<file path="src/rtl/ff_apb_master_pkg.sv">
// Shared definitions for the APB4 master: FSM state encoding, width helpers
// and the level driven on every bus output while no transfer is in flight.
package ff_apb_master_pkg;

   typedef enum logic [1:0] {
      ST_IDLE   = 2'd0,
      ST_SETUP  = 2'd1,
      ST_ACCESS = 2'd2
   } apb_state_e;

   localparam logic BUS_IDLE = 1'b0;

   function automatic int clog2(input int n);
      int r;
      r = 0;
      for (int v = n - 1; v > 0; v = v >>> 1) r++;
      return r;
   endfunction

   // Vector width able to hold 0..n-1, never narrower than one bit.
   function automatic int idx_width(input int n);
      return (clog2(n) < 1) ? 1 : clog2(n);
   endfunction

endpackage

</file>
<file path="src/rtl/ff_apb_master_if.sv">
// Command/response side and APB fabric side of the master, bundled together.
// The master modport is the view of ff_apb_master; slave is the environment's view.
interface ff_apb_master_if #(
   parameter int ADDR_W = 16,
   parameter int DATA_W = 32,
   parameter int NSLV   = 4
) ();

   logic                     cmd_valid;
   logic                     cmd_ready;
   logic                     cmd_write;
   logic [ADDR_W-1:0]        cmd_addr;
   logic [DATA_W-1:0]        cmd_wdata;
   logic [DATA_W/8-1:0]      cmd_strb;

   logic                     rsp_valid;
   logic [DATA_W-1:0]        rsp_rdata;
   logic                     rsp_err;
   logic                     rsp_timeout;

   logic [ADDR_W-1:0]        paddr;
   logic                     pwrite;
   logic [NSLV-1:0]          psel;
   logic                     penable;
   logic [DATA_W-1:0]        pwdata;
   logic [DATA_W/8-1:0]      pstrb;
   logic [NSLV*DATA_W-1:0]   prdata;
   logic [NSLV-1:0]          pready;
   logic [NSLV-1:0]          pslverr;

   modport master (
      input  cmd_valid, cmd_write, cmd_addr, cmd_wdata, cmd_strb,
      output cmd_ready,
      output rsp_valid, rsp_rdata, rsp_err, rsp_timeout,
      output paddr, pwrite, psel, penable, pwdata, pstrb,
      input  prdata, pready, pslverr
   );

   modport slave (
      output cmd_valid, cmd_write, cmd_addr, cmd_wdata, cmd_strb,
      input  cmd_ready,
      input  rsp_valid, rsp_rdata, rsp_err, rsp_timeout,
      input  paddr, pwrite, psel, penable, pwdata, pstrb,
      output prdata, pready, pslverr
   );

endinterface

</file>
<file path="src/rtl/ff_apb_slv_mux.sv">
// Picks pready, pslverr and the prdata slice of the addressed slave; the
// other slaves' return signals never reach the master's control logic.
module ff_apb_slv_mux
   import ff_apb_master_pkg::*;
#(
   parameter int NSLV   = 4,
   parameter int DATA_W = 32
) (
   input  logic [idx_width(NSLV)-1:0] idx,
   input  logic [NSLV*DATA_W-1:0]     prdata,
   input  logic [NSLV-1:0]            pready,
   input  logic [NSLV-1:0]            pslverr,
   output logic                       sel_ready,
   output logic                       sel_err,
   output logic [DATA_W-1:0]          sel_rdata
);

   localparam int IDX_W = idx_width(NSLV);

   // NOTE: every output gets a default before the loop so no path leaves it
   // unassigned; without that, synthesis infers a latch.
   always_comb begin
      sel_ready = 1'b0;
      sel_err   = 1'b0;
      sel_rdata = '0;
      for (int i = 0; i < NSLV; i++) begin
         if (idx == IDX_W'(i)) begin
            sel_ready = pready[i];
            sel_err   = pslverr[i];
            sel_rdata = prdata[i*DATA_W +: DATA_W];
         end
      end
   end

endmodule

</file>
<file path="src/rtl/ff_apb_master.sv">
// APB4 master: converts single commands into SETUP/ACCESS transfers with
// wait states, slave errors, address-decode errors and an access timeout.
module ff_apb_master
   import ff_apb_master_pkg::*;
#(
   parameter int ADDR_W  = 16,
   parameter int DATA_W  = 32,
   parameter int NSLV    = 4,
   parameter int SLV_AW  = 12,
   parameter int TIMEOUT = 255
) (
   input  logic            pclk,
   input  logic            presetn,
   ff_apb_master_if.master bus
);

   localparam int IDX_W  = idx_width(NSLV);
   localparam int STRB_W = DATA_W / 8;
   localparam int CNT_W  = idx_width(TIMEOUT + 1);

   apb_state_e           state_q, state_d;

   logic                 write_q;
   logic [ADDR_W-1:0]    addr_q;
   logic [DATA_W-1:0]    wdata_q;
   logic [STRB_W-1:0]    strb_q;
   logic [IDX_W-1:0]     idx_q;
   logic [CNT_W-1:0]     cnt_q;

   logic                 rsp_valid_q;
   logic [DATA_W-1:0]    rsp_rdata_q;
   logic                 rsp_err_q;
   logic                 rsp_timeout_q;

   logic                 accept, dec_err, done, tmo;
   logic                 sel_ready, sel_err;
   logic [DATA_W-1:0]    sel_rdata;

   // The window number uses every address bit above the slave window, so
   // addresses beyond the last slave decode as an error instead of aliasing.
   logic [ADDR_W-1:0]    cmd_slv;
   logic                 cmd_in_range;

   assign cmd_slv      = bus.cmd_addr >> SLV_AW;
   assign cmd_in_range = (cmd_slv < ADDR_W'(NSLV));

   ff_apb_slv_mux #(
      .NSLV   (NSLV),
      .DATA_W (DATA_W)
   ) u_slv_mux (
      .idx       (idx_q),
      .prdata    (bus.prdata),
      .pready    (bus.pready),
      .pslverr   (bus.pslverr),
      .sel_ready (sel_ready),
      .sel_err   (sel_err),
      .sel_rdata (sel_rdata)
   );

   // NOTE: sequential state uses non-blocking assignments so every register
   // samples the values from before the edge, whatever the statement order.
   always_ff @(posedge pclk or negedge presetn) begin
      if (!presetn) state_q <= ST_IDLE;
      else          state_q <= state_d;
   end

   always_comb begin
      state_d = state_q;
      accept  = 1'b0;
      dec_err = 1'b0;
      done    = 1'b0;
      tmo     = 1'b0;
      case (state_q)
         ST_IDLE: begin
            if (bus.cmd_valid) begin
               accept = 1'b1;
               if (cmd_in_range) state_d = ST_SETUP;
               else              dec_err = 1'b1;
            end
         end
         ST_SETUP: state_d = ST_ACCESS;
         ST_ACCESS: begin
            if (sel_ready) begin
               done    = 1'b1;
               state_d = ST_IDLE;
            end else if ((TIMEOUT != 0) && (int'(cnt_q) == TIMEOUT - 1)) begin
               tmo     = 1'b1;
               state_d = ST_IDLE;
            end
         end
         default: state_d = ST_IDLE;
      endcase
   end

   // Bus outputs come straight from state and latched command, so they
   // return to idle the moment reset asserts.
   always_comb begin
      bus.cmd_ready = (state_q == ST_IDLE);
      bus.penable   = (state_q == ST_ACCESS);
      bus.paddr     = {ADDR_W{BUS_IDLE}};
      bus.pwrite    = BUS_IDLE;
      bus.pwdata    = {DATA_W{BUS_IDLE}};
      bus.pstrb     = {STRB_W{BUS_IDLE}};
      bus.psel      = {NSLV{BUS_IDLE}};
      if (state_q != ST_IDLE) begin
         bus.paddr  = addr_q;
         bus.pwrite = write_q;
         bus.pwdata = wdata_q;
         bus.pstrb  = strb_q;
         for (int i = 0; i < NSLV; i++) bus.psel[i] = (idx_q == IDX_W'(i));
      end
   end

   // Read commands latch zero data/strobes so the bus shows 0 on reads.
   always_ff @(posedge pclk or negedge presetn) begin
      if (!presetn) begin
         write_q <= 1'b0;
         addr_q  <= '0;
         wdata_q <= '0;
         strb_q  <= '0;
         idx_q   <= '0;
      end else if (accept) begin
         write_q <= bus.cmd_write;
         addr_q  <= bus.cmd_addr;
         wdata_q <= bus.cmd_write ? bus.cmd_wdata : '0;
         strb_q  <= bus.cmd_write ? bus.cmd_strb  : '0;
         idx_q   <= cmd_slv[IDX_W-1:0];
      end
   end

   // Saturating so that TIMEOUT = 0 (no abort) cannot wrap back to zero.
   always_ff @(posedge pclk or negedge presetn) begin
      if (!presetn) begin
         cnt_q <= '0;
      end else if (state_d == ST_SETUP) begin
         cnt_q <= '0;
      end else if ((state_q == ST_ACCESS) && !sel_ready && (cnt_q != '1)) begin
         cnt_q <= cnt_q + 1'b1;
      end
   end

   always_ff @(posedge pclk or negedge presetn) begin
      if (!presetn) begin
         rsp_valid_q   <= 1'b0;
         rsp_rdata_q   <= '0;
         rsp_err_q     <= 1'b0;
         rsp_timeout_q <= 1'b0;
      end else begin
         rsp_valid_q <= done | tmo | dec_err;
         if (done) begin
            rsp_rdata_q   <= (!write_q && !sel_err) ? sel_rdata : '0;
            rsp_err_q     <= sel_err;
            rsp_timeout_q <= 1'b0;
         end else if (tmo) begin
            rsp_rdata_q   <= '0;
            rsp_err_q     <= 1'b1;
            rsp_timeout_q <= 1'b1;
         end else if (dec_err) begin
            rsp_rdata_q   <= '0;
            rsp_err_q     <= 1'b1;
            rsp_timeout_q <= 1'b0;
         end
      end
   end

   assign bus.rsp_valid   = rsp_valid_q;
   assign bus.rsp_rdata   = rsp_rdata_q;
   assign bus.rsp_err     = rsp_err_q;
   assign bus.rsp_timeout = rsp_timeout_q;

endmodule

</file>
<file path="src/flat_wrapper.sv">
// flat-port wrapper written by rule: the top's interface ports become plain ports
module ff_apb_master_flat import ff_apb_master_pkg::*;
#(
   parameter int ADDR_W  = 16,
   parameter int DATA_W  = 32,
   parameter int NSLV    = 4,
   parameter int SLV_AW  = 12,
   parameter int TIMEOUT = 255
)
  (pclk, presetn, bus_cmd_valid, bus_cmd_write, bus_cmd_addr, bus_cmd_wdata, bus_cmd_strb, bus_cmd_ready, bus_rsp_valid, bus_rsp_rdata, bus_rsp_err, bus_rsp_timeout, bus_paddr, bus_pwrite, bus_psel, bus_penable, bus_pwdata, bus_pstrb, bus_prdata, bus_pready, bus_pslverr);
  ff_apb_master_if #(.ADDR_W(ADDR_W), .DATA_W(DATA_W), .NSLV(NSLV)) bus_i ();
  input  logic pclk;
  input  logic presetn;
  input wire logic [$bits(bus_i.cmd_valid)-1:0] bus_cmd_valid;
  input wire logic [$bits(bus_i.cmd_write)-1:0] bus_cmd_write;
  input wire logic [$bits(bus_i.cmd_addr)-1:0] bus_cmd_addr;
  input wire logic [$bits(bus_i.cmd_wdata)-1:0] bus_cmd_wdata;
  input wire logic [$bits(bus_i.cmd_strb)-1:0] bus_cmd_strb;
  output wire logic [$bits(bus_i.cmd_ready)-1:0] bus_cmd_ready;
  output wire logic [$bits(bus_i.rsp_valid)-1:0] bus_rsp_valid;
  output wire logic [$bits(bus_i.rsp_rdata)-1:0] bus_rsp_rdata;
  output wire logic [$bits(bus_i.rsp_err)-1:0] bus_rsp_err;
  output wire logic [$bits(bus_i.rsp_timeout)-1:0] bus_rsp_timeout;
  output wire logic [$bits(bus_i.paddr)-1:0] bus_paddr;
  output wire logic [$bits(bus_i.pwrite)-1:0] bus_pwrite;
  output wire logic [$bits(bus_i.psel)-1:0] bus_psel;
  output wire logic [$bits(bus_i.penable)-1:0] bus_penable;
  output wire logic [$bits(bus_i.pwdata)-1:0] bus_pwdata;
  output wire logic [$bits(bus_i.pstrb)-1:0] bus_pstrb;
  input wire logic [$bits(bus_i.prdata)-1:0] bus_prdata;
  input wire logic [$bits(bus_i.pready)-1:0] bus_pready;
  input wire logic [$bits(bus_i.pslverr)-1:0] bus_pslverr;
  assign bus_i.cmd_valid = bus_cmd_valid;
  assign bus_i.cmd_write = bus_cmd_write;
  assign bus_i.cmd_addr = bus_cmd_addr;
  assign bus_i.cmd_wdata = bus_cmd_wdata;
  assign bus_i.cmd_strb = bus_cmd_strb;
  assign bus_cmd_ready = bus_i.cmd_ready;
  assign bus_rsp_valid = bus_i.rsp_valid;
  assign bus_rsp_rdata = bus_i.rsp_rdata;
  assign bus_rsp_err = bus_i.rsp_err;
  assign bus_rsp_timeout = bus_i.rsp_timeout;
  assign bus_paddr = bus_i.paddr;
  assign bus_pwrite = bus_i.pwrite;
  assign bus_psel = bus_i.psel;
  assign bus_penable = bus_i.penable;
  assign bus_pwdata = bus_i.pwdata;
  assign bus_pstrb = bus_i.pstrb;
  assign bus_i.prdata = bus_prdata;
  assign bus_i.pready = bus_pready;
  assign bus_i.pslverr = bus_pslverr;
  ff_apb_master #(.ADDR_W(ADDR_W), .DATA_W(DATA_W), .NSLV(NSLV), .SLV_AW(SLV_AW), .TIMEOUT(TIMEOUT)) u_core (.pclk(pclk), .presetn(presetn), .bus(bus_i));
endmodule
</file>
<file path="config.mk">
export PLATFORM = sky130hd
export DESIGN_NAME = ff_apb_master_flat
export DESIGN_NICKNAME = d
export VERILOG_FILES = /design/src/rtl/ff_apb_master_pkg.sv /design/src/rtl/ff_apb_master_if.sv /design/src/rtl/ff_apb_slv_mux.sv /design/src/rtl/ff_apb_master.sv /design/src/flat_wrapper.sv
export SDC_FILE = /design/constraint.sdc
export NUM_CORES = 1
export LEC_CHECK = 0
export ABC_AREA = 1
export BUFFER_PORTS_ARGS = -buffer_cell sky130_fd_sc_hd__buf_2
export CAP_MARGIN = 30
export CORE_MARGIN = 1.5
export CORE_UTILIZATION = 41
export CTS_CLUSTER_DIAMETER = 100
export CTS_CLUSTER_SIZE = 8
export DETAILED_ROUTE_END_ITERATION = 8
export PLACE_DENSITY = 0.74
export SYNTH_ARGS = -nofsm -noshare
export SYNTH_HDL_FRONTEND = slang
export SYNTH_SLANG_ARGS = --single-unit
</file>
<file path="constraint.sdc">
create_clock -name pclk -period 1.6 [get_ports pclk]
set_clock_uncertainty 0.15 [all_clocks]
set_input_delay 0.16 -clock pclk [delete_from_list [all_inputs] [get_ports pclk]]
set_output_delay 0.16 -clock pclk [all_outputs]
set_load 0.02 [all_outputs]
</file>
==> impl.org <==
** STA
- The final count of pins violating max slew is 0.
- The worst path in the final design needs a cycle of 1830 ps, including I/O delays and setup.
- Worst max-slew margin expressed relative to the limit :: 73.7%
- Final setup fails :: 116
- In the final timing run, aggregate negative setup slack is -16060 ps.
- Setup repair after global routing could not meet its margin everywhere.
- After layout, the worst setup slack is -231 ps.
- For the pin with the worst max-slew slack, the measured transition is 394 ps.
- Final-report hold violation count :: 0
- After layout, the worst path uses 114% of the clock period.
- Maximum clock rate :: 546 MHz

** Floorplanning
- In this run the horizontal extent of the chip is 117 µm.
- I/O pin total :: 286
- Core Box Area :: 0.0127 mm²
- Initial Utilization :: 42.2%
- Y dimension of the die :: 117 µm
- The die covers 0.0137 mm².
- # rows :: 41

** Power
- In this run switching power makes up 40.1% of total power.
- Cell leakage power :: 4.69 nW
- The worst-case IR drop observed on VDD is 686 µV.
- Registers are responsible for 29.7% of the overall power.
- Reported net switching power :: 0.00435 W
- Cell-internal power :: 0.00650 W
- Clock network fraction of total power :: 20.2%
- Of the total power, combinational logic draws 50.1%.
- In this run the power density over the cells is 1170 mW/mm².

** Yosys
- The mapped netlist covers 0.00535 mm².
- The portion of synthesized area spent on multiplexers is 0%.
- sky130_fd_sc_hd__nand2_1 is the most common cell in the netlist.
- Synthesized Nets :: 913
- Sequential area share after synthesis :: 45.8%
- The synthesized netlist devotes 30.8% of its cell area to simple gates.
- Prevailing post-synth register cell :: sky130_fd_sc_hd__dfrtp_1
- Largest family of logic cells by synthesized area :: simple AND/OR/NAND/NOR gates
- Each instance of the synthesized netlist takes up on average 7.44 µm².
- The largest total area in the synthesized netlist belongs to sky130_fd_sc_hd__dfrtp_1.
- After Yosys synthesis, XOR and XNOR cells account for 0.655% of the synthesized area.
- After synthesis the netlist holds a flip-flop and latch count of 98.
- During synthesis, Yosys emitted a total of 0 warnings.
- Number of synthesized flops with an enable pin :: 0
- Async set-reset flop share out of synthesis :: 100%
- In the post-synthesis netlist, the biggest area contributors are sky130_fd_sc_hd__dfrtp_1 46%, sky130_fd_sc_hd__nand2_1 10%, sky130_fd_sc_hd__nand3_1 10%, sky130_fd_sc_hd__o21ai_0 8.7%, sky130_fd_sc_hd__nor2_1 4.9%.
- By count the netlist is led by 146 x sky130_fd_sc_hd__nand2_1, 108 x sky130_fd_sc_hd__nand3_1, 98 x sky130_fd_sc_hd__dfrtp_1.
- Fraction of the mapped netlist area in adder cells :: 0.468%
- The synthesized netlist contains 29 unique library cells.
- Number of cells produced by synthesis :: 719
- Synth Area in Compound Gates :: 12.6%
- Portion of synthesized cell area occupied by the leading cell type :: 45.8%

** Detailed routing
- Remaining routing DRC violations :: 0
- Summing over every cut layer, the via total after detailed routing is 6825.
- Post-detailed-route wirelength per cell :: 18.3 µm
- The first detailed-routing pass took 5 iterations.
- Number of nets with antenna violations after routing :: 0
- Drt initial violations :: 493
- Vias per Instance :: 5.39
- For this block, the routed nets add up to 23200 µm of wire.

** Critical path
- Of all nets on the critical path, the largest fanout is 7.
- Slowest-stage cell, CP :: sky130_fd_sc_hd__dfrtp_1
- Required time at the endpoint of the critical path :: 1290 ps
- STA classifies the critical path endpoint as an output pin.
- Critical-path cell list :: nor2_4 -> buf_12 -> clkbuf_16 -> nor2_1 -> buf_2
- Critical Setup Path Class :: reg -> out
- Startpoint type of the worst setup path :: flop
- Data on the critical path arrives at its endpoint at 1520 ps.
- Crit-path max cell delay :: 410 ps

** Placement
- The HPWL after detailed placement is 12100 µm.
- Including well taps, the total number of placed cells is 1162.
- OpenSTA, run right after detailed placement, puts the worst setup slack at -158 ps.
- Number of port buffers :: 285
- Weighted congestion reported at the end of routability-driven placement :: 0.837

** Cells and area
- After filler insertion, the fill cell instance count of the layout stands at 898.
- Post-layout utilization of the core :: 73.1%
- The number of antenna diodes in the final layout is 0.
- Nets :: 1284
- Final instance count without filler cells :: 1266
- Ratio of cells with drive above 1 in the final layout :: 40.5%
- The area growth from synthesis to layout is 73.2%.

** Global routing
- For this run the aggregate overflow at the end of global routing stands at 0.
- First-pass GRT wire length :: 27400 µm
- Entering global routing, the biggest net connects 101 pins.
- The via count of the first global-routing pass came to 5783.
- The number of antenna violations at the first check in global routing came to 0.
- For this run, the total global-route usage over all layers was measured as 25.8%.

** Clock tree
- Number of clock sinks :: 98
- CTS tree :: built
- For the worst-skew pair, the clock arrives at the later sink with an insertion delay of 340 ps.
- Counting the buffers created by CTS gives 9.
- H-tree lvl count :: 3
- The clock passes through at most 2 buffers.
- In this run the clock root is driven by a sky130_fd_sc_hd__clkbuf_16.
- Clock slew seen by the registers of the worst setup and hold paths :: 70 ps

** Run
- Max-capacitance violation count :: 0

** Run status
- Violated checks :: negative setup slack
- The run finished, with violations left.

** Hold path
- Class of the most critical hold timing path :: in -> reg
logic make-up (layout without fill, tap and decap cells):
logic type	after synthesis	in the layout
AND/OR/NAND/NOR	362	362
AO/OA/AOI/OAI	132	132
buffers and inverters	121	496
flip-flops	98	98
XOR/XNOR	4	4
adder cells (fa/ha/maj)	2	2
stage by stage:
stage | instance area (µm²) | hold slack (ps) | total power, W
final | 9260 | 11.1 | 0.0108
after global routing | 9260 | 32.3 | 0.0114
after CTS | 8270 | 1.11 | 0.00950
after detailed placement | 7200 | -49.8 | 0.00691
after global placement | 7200 | -48.5 | 0.00686
after floorplan | 5360 | -286 | 0.00545
per-layer routing:
metal	part of all wire [%]	routed length, µm	up-vias	global-route usage (%)
met3	9.7	2260	95	4.99
li1	-	-	3085	-
met5	0	0	-	0
met4	4.9	1130	0	9.88
met2	49	11400	462	46.2
met1	36	8400	3183	30.6
worst max-delay path, delay by kind of cell, from the launching register on:
family                 cells  cell delay, ps
buffers and inverters      3             530
AND/OR/NAND/NOR            2             230
flip-flops                 1             410
placed cells by master, fill, tap and decap left out, drive strengths merged, types with 3 or more instances in the layout:
cell type	count
nand2	149
dfrtp	98
o22ai	9
inv	72
nor2	74
buf	345
nand3	112
a21oi	12
dlygate4sd3	56
o21ai	110
xor2	3
nand4	4
nor3	3
clkbuf	18
nand3b	18
power by group through the flow:
stage,registers (W),clock network (W),logic [W]
after floorplan,0.00333,0,0.00212
after global placement,0.00319,0,0.00367
after detailed placement,0.00321,0,0.00370
after CTS,0.00317,0.00222,0.00411
after global routing,0.00326,0.00233,0.00577
final,0.00322,0.00219,0.00543
area by class of cell:
type | count | area, µm² | share of cell area [%]
timing repair buffer | 410 | 3260 | 35.2
clock buffer | 9 | 225 | 2.43
clock inverter | 6 | 67.6 | 0.729
tap | 172 | 215 | 2.32
sequential | 98 | 2460 | 26.5
multi-input combinational | 500 | 2760 | 29.8
inverter | 71 | 279 | 3.01
registers in the layout (all words and copies together) (netlist names), 2 cells and up:
register,flops
u_core.state_q,2
u_core.wdata_q,32
u_core.cnt_q,8
u_core.bus.rsp_rdata,32
u_core.addr_q,15
u_core.strb_q,4
path summary, 6_finish.rpt:
| path | from | to | slack, ps | depth (start not counted) |
|---|---|---|---|---|
| max | u_core.state_q[1] | bus_pwdata[8] | -230 | 5 |
| min | bus_prdata[125] | u_core.bus.rsp_rdata[29] | 10 | 5 |
| max reg2reg | u_core.addr_q[13] | u_core.bus.rsp_rdata[23] | -170 | 9 |
| min reg2reg | u_core.bus.rsp_rdata[13] | u_core.bus.rsp_rdata[13] | 340 | 2 |
| max in group asynchronous | presetn | u_core.idx_q[0] | 610 | 3 |
| min in group asynchronous | presetn | u_core.addr_q[10] | 140 | 2 |
what timing repair did:
| action | in CTS | in global routing |
|---|---|---|
| gates resized for setup | 27 | 192 |
| gates cloned | 2 | 12 |
| hold endpoints to repair | 153 | 0 |
| hold buffers | 56 | 0 |
| buffers inserted | 9 | 11 |
| setup endpoints to repair | 114 | 151 |
| pin swaps | 5 | 19 |
Power figures use the tool's default switching activity.
